===== config.mk =====
export PLATFORM = sky130hd
export DESIGN_NAME = adc_parallel_interface
export DESIGN_NICKNAME = d
export VERILOG_FILES = /design/src/rtl/adc_parallel_interface.sv
export SDC_FILE = /design/constraint.sdc
export NUM_CORES = 1
export LEC_CHECK = 0
export BUFFER_PORTS_ARGS = -buffer_cell sky130_fd_sc_hd__buf_2
export CORE_MARGIN = 2
export CORE_UTILIZATION = 45
export CTS_BUF_LIST = sky130_fd_sc_hd__clkbuf_8
export CTS_CLUSTER_DIAMETER = 100
export DETAILED_ROUTE_END_ITERATION = 10
export HOLD_SLACK_MARGIN = 0.15
export PLACE_DENSITY = 0.79
export SLEW_MARGIN = 10
export SYNTH_ARGS = -nofsm -noshare
export SYNTH_HDL_FRONTEND = slang
export SYNTH_SLANG_ARGS = --single-unit

===== constraint.sdc =====
create_clock -name SYS_CLK -period 1.05 [get_ports SYS_CLK]
set_input_delay 0.105 -clock SYS_CLK [delete_from_list [all_inputs] [get_ports SYS_CLK]]
set_output_delay 0.105 -clock SYS_CLK [all_outputs]
set_load 0.05 [all_outputs]

===== src/rtl/adc_parallel_interface.sv =====
// Receive-side interface for a parallel-output ADC: divides SYS_CLK into ADC_CLK and
// captures ADC_D/ADC_DTR mid-period, delivering words with a one-cycle valid strobe.
module adc_parallel_interface #(
   parameter int CLK_DIV = 2,
   parameter int DATA_W  = 10
) (
   input  logic              SYS_CLK,
   input  logic              RESET_N,
   output logic [DATA_W-1:0] APP_DATA,
   output logic              APP_DATA_VALID,
   output logic              ADC_CLK,
   input  logic              ADC_DTR,
   input  logic [DATA_W-1:0] ADC_D
);
   localparam int               CNT_W   = (CLK_DIV > 1) ? $clog2(CLK_DIV) : 1;
   localparam logic [CNT_W-1:0] CNT_MAX = CNT_W'(CLK_DIV - 1);

   logic [CNT_W-1:0]  div_cnt_r;
   logic [CNT_W-1:0]  div_cnt_nxt_s;
   logic              adc_clk_r;
   logic              adc_clk_nxt_s;
   logic              wrap_s;
   logic              fall_evt_s;

   logic [DATA_W-1:0] cap_data_r;
   logic [DATA_W-1:0] cap_data_nxt_s;
   logic              cap_vld_r;
   logic              cap_vld_nxt_s;
   logic [DATA_W-1:0] app_data_r;
   logic [DATA_W-1:0] app_data_nxt_s;
   logic              out_vld_r;
   logic              out_vld_nxt_s;

   // Divider next state: ADC_CLK toggles whenever the half-period counter wraps
   always_comb begin
      wrap_s        = (div_cnt_r == CNT_MAX);
      fall_evt_s    = wrap_s & adc_clk_r;
      div_cnt_nxt_s = div_cnt_r;
      adc_clk_nxt_s = adc_clk_r;
      if (wrap_s) begin
         div_cnt_nxt_s = {CNT_W{1'b0}};
         adc_clk_nxt_s = ~adc_clk_r;
      end else begin
         div_cnt_nxt_s = div_cnt_r + CNT_W'(1);
         adc_clk_nxt_s = adc_clk_r;
      end
   end

   // Two-stage capture pipeline, advanced only on the ADC_CLK falling event
   always_comb begin
      cap_data_nxt_s = cap_data_r;
      cap_vld_nxt_s  = cap_vld_r;
      app_data_nxt_s = app_data_r;
      out_vld_nxt_s  = 1'b0;
      if (fall_evt_s) begin
         cap_data_nxt_s = ADC_D;
         cap_vld_nxt_s  = ADC_DTR;
         app_data_nxt_s = cap_data_r;
         out_vld_nxt_s  = cap_vld_r;
      end else begin
         out_vld_nxt_s  = 1'b0;
      end
   end

   // State registers; reset forces ADC_CLK low and empties the pipeline
   always_ff @(posedge SYS_CLK or negedge RESET_N) begin
      if (!RESET_N) begin
         div_cnt_r  <= {CNT_W{1'b0}};
         adc_clk_r  <= 1'b0;
         cap_data_r <= {DATA_W{1'b0}};
         cap_vld_r  <= 1'b0;
         app_data_r <= {DATA_W{1'b0}};
         out_vld_r  <= 1'b0;
      end else begin
         div_cnt_r  <= div_cnt_nxt_s;
         adc_clk_r  <= adc_clk_nxt_s;
         cap_data_r <= cap_data_nxt_s;
         cap_vld_r  <= cap_vld_nxt_s;
         app_data_r <= app_data_nxt_s;
         out_vld_r  <= out_vld_nxt_s;
      end
   end

   assign ADC_CLK        = adc_clk_r;
   assign APP_DATA       = app_data_r;
   assign APP_DATA_VALID = out_vld_r;

endmodule


==> results of run 1 <==
cells by family (layout without fill, tap and decap cells):
| logic type | Yosys count | in the layout | synth area share [%] |
|---|---|---|---|
| and+or+nand+nor | 2 | 2 | 1.43 |
| muxes | 21 | 21 | 32.4 |
| DFF | 24 | 24 | 62.5 |
| xor gates and xnor gates | 1 | 1 | 0.912 |
| buffers and inverters | 3 | 47 | 2.73 |
stage by stage:
step	utilization, %	worst slack [ns]
CTS	67.2	-0.0660
finish	67.6	-0.0583
floorplan	-	-0.175
global route	67.6	-0.0949
global placement	58.6	-0.0266
detailed placement	58.6	-0.0491
flip-flops by register name, indices dropped and copies added, names as in the netlist:
signal,flops
cap_vld_r,1
APP_DATA,10
APP_DATA_VALID,1
div_cnt_r,1
cap_data_r,10
ADC_CLK,1
worst min-delay path by stage:
stage / startpoint / endpoint
floorplan: RESET_N / ADC_CLK
global placement: RESET_N / APP_DATA[6]
detailed placement: RESET_N / APP_DATA[6]
CTS: RESET_N / APP_DATA[6]
global route: RESET_N / cap_data_r[6]
finish: RESET_N / APP_DATA[6]
what timing repair did:
item	4_1_cts	5_1_grt
hold endpoints to repair	35	0
hold buffers	12	0
resized for setup	2	0
setup endpoints to repair	21	21
buffers inserted	0	1
area by class of cell:
| type | instances | area share (%) |
|---|---|---|
| clock inverter | 1 | 0.280 |
| clock buffer | 3 | 3.08 |
| sequential | 24 | 44.9 |
| multi-input combinational | 24 | 25.3 |
| timing repair buffer | 42 | 23.6 |
| tap | 27 | 2.52 |
| inverter | 1 | 0.280 |
power groups by stage:
stage / sequential, µW / clock, µW / combinational [µW]
2_1_floorplan: 1070 / 0 / 58.3
3_3_place_gp: 1000 / 0 / 191
3_5_place_dp: 1010 / 0 / 194
4_1_cts: 987 / 545 / 229
5_1_grt: 992 / 582 / 242
6_report: 987 / 528 / 225
cells in the mapped netlist:
library cell  instances  area share (%)
buf_6                 2             2.3
dfrtp_1              24              63
inv_1                 1            0.39
mux2_2                1             1.2
xor2_1                1            0.91
mux2_4               20              31
and3_2                1            0.78
nand2_2               1            0.65
per-layer routing:
layer / vias to the layer above / routed length (µm) / GRT usage (%)
met5: - / 0 / 0
met4: 0 / 0 / 4.17
met3: 0 / 84 / 2.38
met2: 17 / 658 / 20.0
met1: 257 / 739 / 19.2
li1: 261 / - / -
==> impl_metrics.toml, run 1 <==
[global_route]
grt_pass1_vias = 572
grt_usage_pct = 13.2
antenna_found_initial = 0
grt_overflow = 0
grt_pass1_wl_mm = 2.57
grt_max_degree = 25

[clock_network]
path_clk_slew_ns = 0.08
cts_htree_levels = 1
clkSinkCount = 24
cts_tree = "yes"
numCtsBuffers = 3
clock_path_buffers = 2
clk_latency_ns = 0.26
cts_root_buffer = "clkbuf_8"

[logic_synthesis]
synthCells = 51
syn_nets = 64
synth.distinct_cells = 8
yosysSeqAreaShare_pct = 62.5
avgSynthCellArea_um2 = 18.8
synth_area_um2 = 961
yosys_warnings = 0
ys_seq_elements = 24

[cells_and_area]
final-seq-area_um2 = 602
area_growth_pct = 39.5
final_cell_mix = "dfrtp_1, buf_2, mux2_4, dlygate4sd3_1, buf_4"
multi_input_area_um2 = 339
finalNonFillerCells = 122
antenna_cells = 0
drive_gt1_share_pct = 60.0
layout.nets = 109
fillers = 150
final_area_um2 = 1340

[run]
drv_cap = 0

[floorplanning]
rows = 16
core_region_area_um2 = 1980
initial_utilization_pct = 48.5
die_x_um = 50.2
pin_count = 25
dieHeight_um = 50.2
design.die.area_um2 = 2520

[setup_path]
slowest_delay_ns = 0.43
path_delay_family = "flip-flops"
cp_max_fo = 10
cp.required_ns = 1.19
path_buf_inv = 1
r2r_start = "ADC_CLK"
r2r-end = "cap_data_r[1]"
path_cells = "nand2_4 -> buf_12 -> mux2_4"
criticalPathCategory = "flip-flop to flip-flop"
cp.depth = 3
crit_arrival_ns = 1.25
endpoint = "cap_data_r[1]"
critPathCaptureType = "flip-flop"
r2r_slack_ns = -0.06
worstSetupStartpoint = "ADC_CLK"
cp-start-kind = "flip-flop"
cp_slowest_cell = "dfrtp_2"
r2r_cells = 3

[placed_design]
place.gp.congestion = 0.558
place_area_um2 = 1160
portBuffers = 24
dpl.cell_count = 105
dp_hpwl_um = 982

[outcome]
failed_checks = "negative setup slack"
status = "finished with violations"

[timing]
hold_violations = 0
setup_tns_ns = -0.933
fin_skew_ns = 0.00448
finalWorstSetupSlack_ns = -0.0583
setup-violations-final = 22
whs_ns = 0.347
max_freq_mhz = 902
period_minus_slack_ns = 1.11
rsz0062_at_grt = "yes"
maxSlewHeadroom_pct = 65.7
period_share_pct = 106
worst_pin_slew_ns = 0.515
slew_viol_final = 0

[power_and_ir_drop]
vdd_drop_max_mv = 0.760
pwr-share-comb_pct = 12.9
p_sw_uw = 407
fin_total_pwr_uw = 1740
switching_share_pct = 23.4
p_leak_uw = 0.000714
seq_power_share_pct = 56.7
powerDensity_nw_per_um2 = 1300
clkPwrFrac_pct = 30.4
p_int_uw = 1330

[routing]
via_count = 535
final_antenna_net_count = 0
drt-total-wl_mm = 1.48
wl_per_cell_um = 12.1
drcViolationCount = 0
drt_iter0_drc = 0
dr.pass1.iters = 1
vias_per_cell = 4.39

[worst_hold_path]
min_path_type = "input port to async pin"
(Power assumes the default switching activity.)
==> run 2, diff against run 1 <==
- MAX_ROUTING_LAYER: default -> met4
- PLACE_DENSITY: 0.79 -> 0.77
- SKIP_LAST_GASP: default -> 1
- clock period: 1.05 -> 1.3 ns (I/O delays scaled with it)
==> run 2 against run 1 <==
- the run now ends clean
- utilization shrank 2.1 points
- via count grew 1.1%
- clock skew grew 0.0026 ns
- combinational power shrank 19%
- die area is the same
- register-to-register slack gained 0.19 ns
- sequential power shrank 19%
- wire length grew 2.2%
- critical path depth is the same
- sequential share of layout area grew 1.4 points
- maximum frequency shrank 5.5%
- global-route usage grew 1.2 points
- largest power group unchanged
==> impl_metrics.toml, run 2 (synthesis results as in run 1) <==
[outcome]
status = "finished clean"

[timing]
setup_tns_ns = 0
fin_skew_ns = 0.00703
max_freq_mhz = 853
worst_pin_slew_ns = 0.510
maxSlewHeadroom_pct = 66.0
period_minus_slack_ns = 1.17
slew_viol_final = 0
period_share_pct = 90.2
whs_ns = 0.360
rsz0062_at_grt = "no"
hold_violations = 0
setup-violations-final = 0

[global_route]
grt_usage_pct = 14.3
grt_overflow = 0
grt_max_degree = 25
grt_pass1_vias = 581
grt_pass1_wl_mm = 2.60
antenna_found_initial = 0

[cells_and_area]
layout.nets = 105
finalNonFillerCells = 118
drive_gt1_share_pct = 58.2
area_growth_pct = 35.2
fillers = 149
layout_commonest_cell = "buf_2"
antenna_cells = 0
final_cell_mix = "buf_2, dfrtp_1, mux2_4, dlygate4sd3_1, clkbuf_8"
fin_util_pct = 65.5

[floorplanning]
rows = 16
initial_utilization_pct = 48.5
dieHeight_um = 50.2
design.die.area_um2 = 2520
die_x_um = 50.2
core_region_area_um2 = 1980
pin_count = 25

[clock_network]
numCtsBuffers = 3
cts_root_buffer = "clkbuf_8"
path_clk_slew_ns = 0.08
post_cts_buffers = 0
clock_path_buffers = 2
clkSinkCount = 24
cts_htree_levels = 1
clk_latency_ns = 0.26
cts_tree = "yes"

[power_and_ir_drop]
vdd_drop_max_mv = 0.618
p_leak_uw = 0.000695
powerDensity_nw_per_um2 = 1090

[routing]
drt-total-wl_mm = 1.51
vias_per_cell = 4.58
final_antenna_net_count = 0
drt_iter0_drc = 3
via_count = 541
drcViolationCount = 0
dr.pass1.iters = 3
wl_per_cell_um = 12.8

[setup_path]
cp_max_fo = 10
crit_arrival_ns = 1.32
criticalPathCategory = "flip-flop to flip-flop"
cp.required_ns = 1.45
critPathCaptureType = "flip-flop"
cp-start-kind = "flip-flop"

[run]
drv_cap = 0

[placed_design]
place.gp.congestion = 0.660
dpl.cell_count = 102
dp_hpwl_mm = 1.01
portBuffers = 24

[worst_hold_path]
min_path_type = "input port to async pin"
==> run 2: cell types whose count changed in the layout (fill, tap and decap cells not counted), sizes merged <==
cell  delta
buf      -4
==> run 2: cell type report <==
type	instances	area [µm²]	share of cell area [%]
multi-input combinational	24	334	25.7
sequential	24	602	46.3
timing repair buffer	38	280	21.6
inverter	1	3.75	0.289
clock buffer	3	41.3	3.18
clock inverter	1	3.75	0.289
tap	27	33.8	2.60
==> run 2: path summary, 6_finish.rpt <==
path / from / to / slack, ns / cells past startpoint
max: div_cnt_r / APP_DATA[7] / 0.13 / 3
max in group asynchronous: RESET_N / ADC_CLK / 0.57 / 2
min reg2reg: div_cnt_r / div_cnt_r / 0.51 / 1
min in group SYS_CLK: div_cnt_r / div_cnt_r / 0.51 / 1
min: RESET_N / APP_DATA[8] / 0.36 / 2
max reg2reg: div_cnt_r / APP_DATA[7] / 0.13 / 3
==> run 2: repair_timing <==
item,in CTS,in global routing
hold buffers,12,0
gates resized for setup,0,0
hold endpoints to repair,35,0
==> run 2: power breakdown <==
group	switching [µW]	internal, µW	total [µW]
clock	220	211	430
combinational	93.3	88.3	182
sequential	18.8	779	798
total	332	1080	1410
==> run 2: worst max-delay path, stage by stage (launching register included) <==
cell and delay [ns]:
dfrtp_1 0.43, nand2_2 0.14, buf_12 0.16, mux2_2 0.33
==> run 2: metrics by stage <==
stage	setup WS [ns]	power (µW)	cell area [µm²]
final	0.128	1410	1300
after global routing	0.0814	1480	1300
after CTS	0.119	1420	1300
after detailed placement	0.138	968	1130
after global placement	0.176	965	1130
after floorplan	0.0683	912	962
==> run 2: metal layers <==
layer | global-route usage [%] | share of wire (%)
met1 | 19.4 | 50
met2 | 21.3 | 43
met3 | 2.08 | 5.1
met4 | 6.94 | 1.6
met5 | - | 0
==> run 3, diff against run 2 <==
- CELL_PAD_IN_SITES_DETAIL_PLACEMENT: default -> 1
- CELL_PAD_IN_SITES_GLOBAL_PLACEMENT: default -> 1
- PLACE_DENSITY: 0.77 -> 0.88
- SETUP_SLACK_MARGIN: default -> 0.2
==> run 3 against run 2 <==
- cell count grew 2.5%
- combinational power increased by 4%
- critical path depth is the same
- clock skew down 0.0040 ns
- die area did not move
- utilization grew 3.0 points
- via count increased by 6.3%
- critical path type unchanged
- critical endpoint is now APP_DATA[2]
==> impl_metrics.toml, run 3 (synthesis results as in run 1) <==
[outcome]
status = "finished clean"

[timing]
finalWorstSetupSlack_ns = 0.152
period_minus_slack_ns = 1.15
fin_skew_ns = 0.00308
hold_violations = 0
setup_tns_ns = 0
rsz0062_at_grt = "yes"
setup-violations-final = 0
period_share_pct = 88.3
max_freq_mhz = 871
worst_pin_slew_ns = 0.520
slew_viol_final = 0
maxSlewHeadroom_pct = 65.3

[cells_and_area]
fin_util_pct = 68.5
area_growth_pct = 41.3
final-seq-area_um2 = 602
antenna_cells = 0
layout_commonest_cell = "buf_2"
final_cell_mix = "buf_2, dfrtp_1, mux2_4, dlygate4sd3_1, clkbuf_8"
finalNonFillerCells = 121
fillers = 179
drive_gt1_share_pct = 60.6
multi_input_area_um2 = 343
layout.nets = 108

[global_route]
grt_max_degree = 25
grt_pass1_vias = 657
grt_pass1_wl_mm = 3.23
antenna_found_initial = 0
grt_overflow = 0
grt_usage_pct = 18.0

[setup_path]
cp-start-kind = "flip-flop"
criticalPathCategory = "flip-flop to flip-flop"
slowest_delay_ns = 0.44
critPathCaptureType = "flip-flop"
path_cells = "nand2_4 -> clkbuf_16 -> mux2_4"
crit_arrival_ns = 1.30
path_delay_family = "flip-flops"
cp.required_ns = 1.45
cp_max_fo = 6
r2r_slack_ns = 0.15
cp_slowest_cell = "dfrtp_2"
path_buf_inv = 1

[clock_network]
clk_latency_ns = 0.26
path_clk_slew_ns = 0.08
clkSinkCount = 24
cts_root_buffer = "clkbuf_8"
numCtsBuffers = 3
clock_path_buffers = 2
cts_htree_levels = 1
cts_tree = "yes"

[routing]
wl_per_cell_um = 18.6
dr.pass1.iters = 4
vias_per_cell = 4.75
drt_iter0_drc = 8
drt-total-wl_mm = 2.25
via_count = 575
final_antenna_net_count = 0
drcViolationCount = 0

[floorplanning]
initial_utilization_pct = 48.5
dieHeight_um = 50.2
pin_count = 25
die_x_um = 50.2
rows = 16
design.die.area_um2 = 2520
core_region_area_um2 = 1980

[placed_design]
dp_slack_ns = 0.122
place.gp.congestion = 0.642
dpl.cell_count = 102
portBuffers = 24
dp_hpwl_mm = 1.16

[run]
drv_cap = 0

[power_and_ir_drop]
vdd_drop_max_mv = 0.812
powerDensity_nw_per_um2 = 1100
p_leak_uw = 0.000727

[worst_hold_path]
min_path_type = "input port to async pin"
run 3: changes by cell type in the layout (fill, tap and decap cells not counted):
cell       change
buf_4          +2
clkbuf_16      +1
clkbuf_8       +1
inv_1          -1
mux2_2         -1
mux2_4         +1
nand2_2        -1
nand2_4        +1
run 3: stage by stage:
step	hold slack, ns	area [µm²]	power, µW
global route	0.411	1360	1540
finish	0.370	1360	1500
CTS	0.379	1320	1490
detailed placement	0.133	1130	971
global placement	0.127	1130	965
floorplan	-0.166	975	912
run 3: area by class of cell:
cell class,count,share of cell area [%]
repair buffers,41,23.6
well taps,27,2.49
multi-input cells,24,25.3
inverters,1,0.276
flip-flops and latches,24,44.3
clock buffers,4,4.06
run 3: path summary, 6_finish.rpt:
| kind | start | end | cells after the start |
|---|---|---|---|
| min in group SYS_CLK | APP_DATA[5] | APP_DATA[5] | 1 |
| setup / recovery | ADC_CLK | APP_DATA[2] | 3 |
| hold reg to reg | APP_DATA[5] | APP_DATA[5] | 1 |
| hold / removal | RESET_N | cap_data_r[6] | 2 |
| setup reg to reg | ADC_CLK | APP_DATA[2] | 3 |
| max in group asynchronous | RESET_N | ADC_CLK | 2 |
run 3: routing by layer:
metal | track usage, % | share of wire [%] | vias up
met1 | 22.1 | 43 | 290
met4 | 4.17 | 1.8 | 0
met5 | - | 0 | -
met3 | 3.57 | 3.8 | 4
li1 | - | - | 260
met2 | 30.7 | 52 | 21
run 3: repair_timing:
action | in CTS | in global routing
cloned | 0 | 1
pin swaps | 0 | 1
hold buffers | 12 | 0
endpoints found under the setup margin | 21 | 21
buffers inserted | 2 | 0
resized for setup | 1 | 3
endpoints found under the hold margin | 35 | 0
run 3: power breakdown:
group / leakage [µW] / switching [µW] / internal [µW]
combinational: 0.000417 / 101 / 89.5
clock: 0.0000288 / 235 / 270
sequential: 0.000281 / 22.2 / 779
